[src/rtl/vga_fb_arbiter.sv]
// Round-robin arbiter for the frame-buffer write port; writes are only granted while the display blanks.
// Define FB_ARB_VBLANK_ONLY_EN to restrict the write window to vertical blanking.
module vga_fb_arbiter #(
    parameter int N_REQ      = 4,
    parameter int MAX_BURST  = 16,
    parameter int HBLANK_MAX = 160
) (
    input  logic                 sys_clk,
    input  logic                 sys_rst,
    input  logic                 vga_valid,
    input  logic [N_REQ-1:0]     req,
    input  logic [N_REQ*10-1:0]  req_x,
    input  logic [N_REQ*10-1:0]  req_y,
    input  logic [N_REQ*16-1:0]  req_rgb,
    output logic [N_REQ-1:0]     gnt,
    output logic                 fb_we,
    output logic [9:0]           fb_x,
    output logic [9:0]           fb_y,
    output logic [15:0]          fb_rgb,
    output logic                 window
);

    localparam int PW = $clog2(N_REQ);
    localparam int BW = $clog2(MAX_BURST + 1);
    localparam int CW = $clog2(HBLANK_MAX + 2);

    typedef enum logic {IDLE, BURST} state_t;

    state_t        state, state_next;
    logic [PW-1:0] owner, owner_next;
    logic [PW-1:0] rr_ptr, rr_ptr_next;
    logic [BW-1:0] burst_cnt, burst_cnt_next;
    logic [CW-1:0] blank_cnt, blank_cnt_next;
    logic          window_next;
    logic          xfer;
    logic [PW:0]   cand;
    logic [PW:0]   inc;
    logic [PW-1:0] pick;
    logic [PW-1:0] owner_inc;
    logic [9:0]    sel_x, sel_y;
    logic [15:0]   sel_rgb;

    // Blank-run length saturates one past the longest hblank, so "> HBLANK_MAX" means vblank.
    always_comb begin
        blank_cnt_next = blank_cnt;
        if (vga_valid)
            blank_cnt_next = '0;
        else if (blank_cnt != CW'(HBLANK_MAX + 1))
            blank_cnt_next = blank_cnt + CW'(1);
`ifdef FB_ARB_VBLANK_ONLY_EN
        window_next = (blank_cnt_next > CW'(HBLANK_MAX));
`else
        window_next = (blank_cnt_next != '0);
`endif
    end

    always_comb begin
        gnt = '0;
        if (state == BURST)
            gnt[owner] = req[owner] & window;
    end

    assign xfer = |(req & gnt);

    always_comb begin
        sel_x   = '0;
        sel_y   = '0;
        sel_rgb = '0;
        for (int i = 0; i < N_REQ; i++) begin
            if (owner == PW'(i)) begin
                sel_x   = req_x[10*i +: 10];
                sel_y   = req_y[10*i +: 10];
                sel_rgb = req_rgb[16*i +: 16];
            end
        end
    end

    // Scanning downward lets the requester nearest rr_ptr win without a found flag.
    always_comb begin
        pick = rr_ptr;
        cand = '0;
        for (int i = N_REQ - 1; i >= 0; i--) begin
            cand = {1'b0, rr_ptr} + (PW+1)'(i);
            if (cand >= (PW+1)'(N_REQ))
                cand = cand - (PW+1)'(N_REQ);
            if (req[cand[PW-1:0]])
                pick = cand[PW-1:0];
        end
        inc       = {1'b0, owner} + (PW+1)'(1);
        owner_inc = (inc == (PW+1)'(N_REQ)) ? '0 : inc[PW-1:0];
    end

    always_comb begin
        state_next     = state;
        owner_next     = owner;
        rr_ptr_next    = rr_ptr;
        burst_cnt_next = burst_cnt;
        case (state)
            IDLE: begin
                if (window && (|req)) begin
                    owner_next     = pick;
                    burst_cnt_next = '0;
                    state_next     = BURST;
                end
            end
            BURST: begin
                if (xfer)
                    burst_cnt_next = burst_cnt + BW'(1);
                if (!req[owner] || !window ||
                    (xfer && (burst_cnt == BW'(MAX_BURST - 1)))) begin
                    state_next  = IDLE;
                    rr_ptr_next = owner_inc;
                end
            end
            default: state_next = IDLE;
        endcase
    end

    always_ff @(posedge sys_clk) begin
        if (sys_rst) begin
            state     <= IDLE;
            owner     <= '0;
            rr_ptr    <= '0;
            burst_cnt <= '0;
            blank_cnt <= '0;
            window    <= 1'b0;
            fb_we     <= 1'b0;
            fb_x      <= '0;
            fb_y      <= '0;
            fb_rgb    <= '0;
        end else begin
            state     <= state_next;
            owner     <= owner_next;
            rr_ptr    <= rr_ptr_next;
            burst_cnt <= burst_cnt_next;
            blank_cnt <= blank_cnt_next;
            window    <= window_next;
            fb_we     <= xfer;
            if (xfer) begin
                fb_x   <= sel_x;
                fb_y   <= sel_y;
                fb_rgb <= sel_rgb;
            end
        end
    end

endmodule

[config.mk]
export PLATFORM = sky130hd
export DESIGN_NAME = vga_fb_arbiter
export DESIGN_NICKNAME = d
export VERILOG_FILES = /design/src/rtl/vga_fb_arbiter.sv
export SDC_FILE = /design/constraint.sdc
export NUM_CORES = 1
export LEC_CHECK = 0
export ABC_AREA = 0
export BUFFER_PORTS_ARGS = -buffer_cell sky130_fd_sc_hd__buf_2
export CAP_MARGIN = 0
export CORE_MARGIN = 1.5
export CORE_UTILIZATION = 40
export CTS_CLUSTER_SIZE = 12
export DETAILED_ROUTE_END_ITERATION = 8
export MAX_ROUTING_LAYER = met4
export PLACE_DENSITY_LB_ADDON = 0.25
export SYNTH_ARGS = -nofsm -noshare
export SYNTH_HDL_FRONTEND = slang
export SYNTH_SLANG_ARGS = --single-unit
[constraint.sdc]
create_clock -name sys_clk -period 2.4 [get_ports sys_clk]
set_input_delay 0 -clock sys_clk [delete_from_list [all_inputs] [get_ports sys_clk]]
set_output_delay 0 -clock sys_clk [all_outputs]
set_load 0.02 [all_outputs]
==> results.py <==
metrics = {
    "floorplanning": {
        "coreArea_um2": 9150,
        "io_pins": 193,
        "dieArea_um2": 9990,
        "die_w_um": 99.9,
        "std_cell_rows": 35,
        "die_y_um": 99.9,
        "start_util": 0.411,
    },
    "setup_path": {
        "crit_chain": "inv_1 > ha_2 > a22o_1 > or2_1 > and2_4 > a32o_1",
        "crit_arrival_ps": 2460,
        "crit_path_end_kind": "flop",
        "crit_slowest_cell": "dfxtp_1",
        "startpoint_type": "flop",
        "cp.required_ps": 2620,
        "critical_path_class": "reg2reg",
        "critPathMaxStageDelay_ps": 480,
        "ff2ff_path_depth": 6,
        "cp_max_fo": 39,
    },
    "detailed_routing": {
        "routed-wl-met3_um": 682,
        "dr.first_iter.drc_count": 127,
        "avgViaCountPerCell": 5.32,
        "drt_pre_antenna_iters": 5,
        "routedLengthMet1_um": 5220,
        "wl_um": 12000,
        "wl_met2_um": 5780,
        "wl_per_cell_um": 14.3,
        "final_antenna_net_count": 0,
        "top_layer": "met4",
        "vias": 4494,
        "drc": 0,
    },
    "place": {
        "gp_congestion": 0.922,
        "io_buffers": 192,
        "hpwlAfterDp_um": 8540,
        "pre_cts_ws_ps": 96.5,
    },
    "synthesis": {
        "ys_async_sr_fraction": 0,
        "yosys.area.top_type": "dfxtp_1",
        "synth_most_common_cell": "nand2_1",
        "ys_seq_elements": 56,
        "syn_inst": 536,
        "synth_area_leaders": "dfxtp_1, nand2_1, o21ai_0",
        "synth_top_area_share": 0.298,
        "syn_area_um2": 3760,
        "yosysWarnings": 0,
        "syn_avg_cell_area_um2": 7.01,
        "synth_seq_area_share": 0.298,
        "syn_nets": 696,
        "synth-edff-count": 0,
        "synthTopCellsByCount": "nand2_1, o21ai_0, a21oi_1",
        "yosysUniqueCellTypes": 52,
        "synth_ff_type": "dfxtp_1",
    },
    "layout": {
        "layout.nets": 893,
        "syn2layout_area_growth_pct": 38.1,
        "layout-drive-gt1-share": 0.313,
        "diodes": 0,
        "postLayoutCoreUtil": 0.567,
    },
    "clock_tree": {
        "h-tree-depth": 2,
        "clkTransAtPathRegs_ps": 110,
        "clk_latency_ps": 320,
        "clockRootBuffer": "clkbuf_8",
        "clk_path_buf_depth": 2,
        "cts_sinks": 56,
        "cts_tree": "done",
        "numCtsBuffers": 5,
    },
    "sta": {
        "final_hold_viol_count": 0,
        "slew_headroom": 0.517,
        "maxSlewViolCount": 0,
        "fin_tns_setup_ps": 0,
        "setup_ws_ps": 157,
        "tightest_slew_ps": 724,
        "finalCritPeriodShare": 0.934,
        "rsz0062_at_grt": "false",
        "setup_viol": 0,
        "fin_worst_skew_ps": 15.3,
        "fin_crit_ps": 2240,
        "fmax_ghz": 0.446,
    },
    "power": {
        "irDropWorstVdd_mv": 0.246,
        "cellPowerDensity_nw_per_um2": 391,
        "power.leakage_nw": 2.36,
    },
    "global_routing": {
        "overflow": 0,
        "grt_pass1_vias": 4155,
        "grt_pass1_wl_um": 19100,
        "grtUsageTotal": 0.238,
        "grt_max_degree": 74,
        "antenna_found_initial": 0,
    },
    "min_path": {
        "hold_depth": 3,
        "min_path_type": "in2reg",
    },
    "outcome": {
        "status": "completed",
    },
    "job": {
        "cap_violations": 0,
    },
}
==> timing repair <==
action                     CTS  global route
hold endpoints to repair    34             0
hold buffers                35             0
gates resized for setup      0             1
setup endpoints to repair    0             6
buffers inserted             0             0
==> area by class of cell <==
type,instances,area [um2]
Clock buffer,6,72.6
Clock inverter,2,13.8
Fill cell,856,3960
Inverter,44,165
Multi-Input combinational cell,388,2270
Sequential cell,56,1120
Tap cell,111,139
Timing Repair Buffer,238,1410
==> power breakdown <==
group / switching [mW] / internal [mW] / total [mW] / leakage, nW
Sequential: 0.0181 / 0.944 / 0.962 / 0.453
Combinational: 0.289 / 0.248 / 0.538 / 1.86
Clock: 0.322 / 0.209 / 0.532 / 0.0456
Total: 0.629 / 1.40 / 2.03 / 2.36
==> routing by layer <==
metal / vias up / track usage
met5: - / -
met4: 0 / 0.0856
met3: 30 / 0.0383
met2: 171 / 0.405
met1: 2030 / 0.284
li1: 2263 / -
==> worst max-delay path, delay by kind of cell (launching register included) <==
family | cells | cell delay [ps]
AOI/OAI and AO/OA | 2 | 540
adders and majority gates | 1 | 210
and+or+nand+nor | 2 | 820
DFF | 1 | 480
buffers and inverters | 1 | 110
==> worst paths after layout <==
| check | from | end | slack, ps |
|---|---|---|---|
| worst max-delay path | owner[1]$_SDFFE_PP0P_ | burst_cnt[1]$_SDFFE_PP0P_ | 160 |
| worst min-delay path | req_rgb[58] | fb_rgb[10]$_SDFFE_PP0P_ | 5 |
| worst max register to register | owner[1]$_SDFFE_PP0P_ | burst_cnt[1]$_SDFFE_PP0P_ | 160 |
| worst min register to register | burst_cnt[4]$_SDFFE_PP0P_ | burst_cnt[4]$_SDFFE_PP0P_ | 500 |
==> flip-flops by register name (all words and copies together), names as in the netlist <==
register   cells
rr_ptr         2
blank_cnt      8
fb_we          1
state          1
burst_cnt      5
fb_y          10
owner          2
fb_rgb        16
fb_x          10
window         1
==> layout by cell type, fill, tap and decap left out, types with 6 or more instances in the layout <==
| cell | n |
|---|---|
| nor2b_1 | 8 |
| nand2_1 | 106 |
| dlygate4sd3_1 | 35 |
| a311oi_2 | 9 |
| inv_1 | 44 |
| buf_4 | 10 |
| nand3_1 | 6 |
| ha_1 | 6 |
| buf_2 | 192 |
| nor2_1 | 13 |
| a311oi_1 | 27 |
| dfxtp_1 | 55 |
| a21oi_1 | 72 |
| o21ai_0 | 73 |
==> cell families (layout without fill, tap and decap cells) <==
kind of cell	Yosys count	in the layout	share of synthesized area
buf+inv	92	290	0.101
flops	56	56	0.298
fa+ha+maj	9	9	0.0300
compound gates	211	211	0.361
simple gates	156	156	0.179
mux	6	6	0.0166
xor+xnor	6	6	0.0140
==> per-stage QoR <==
| step | total power, mW | std cells | cell area, um2 | hold WS (ps) |
|---|---|---|---|---|
| floorplan | 1.27 | 536 | 3760 | 163 |
| CTS | 2.05 | 845 | 5190 | 0.407 |
| detailed placement | 1.47 | 802 | 4750 | 277 |
| finish | 2.03 | 845 | 5190 | 5.04 |
| global route | 2.13 | 845 | 5190 | 19.6 |
| global placement | 1.46 | 802 | 4750 | 271 |
No activity file was read; power rests on OpenSTA's default activity.
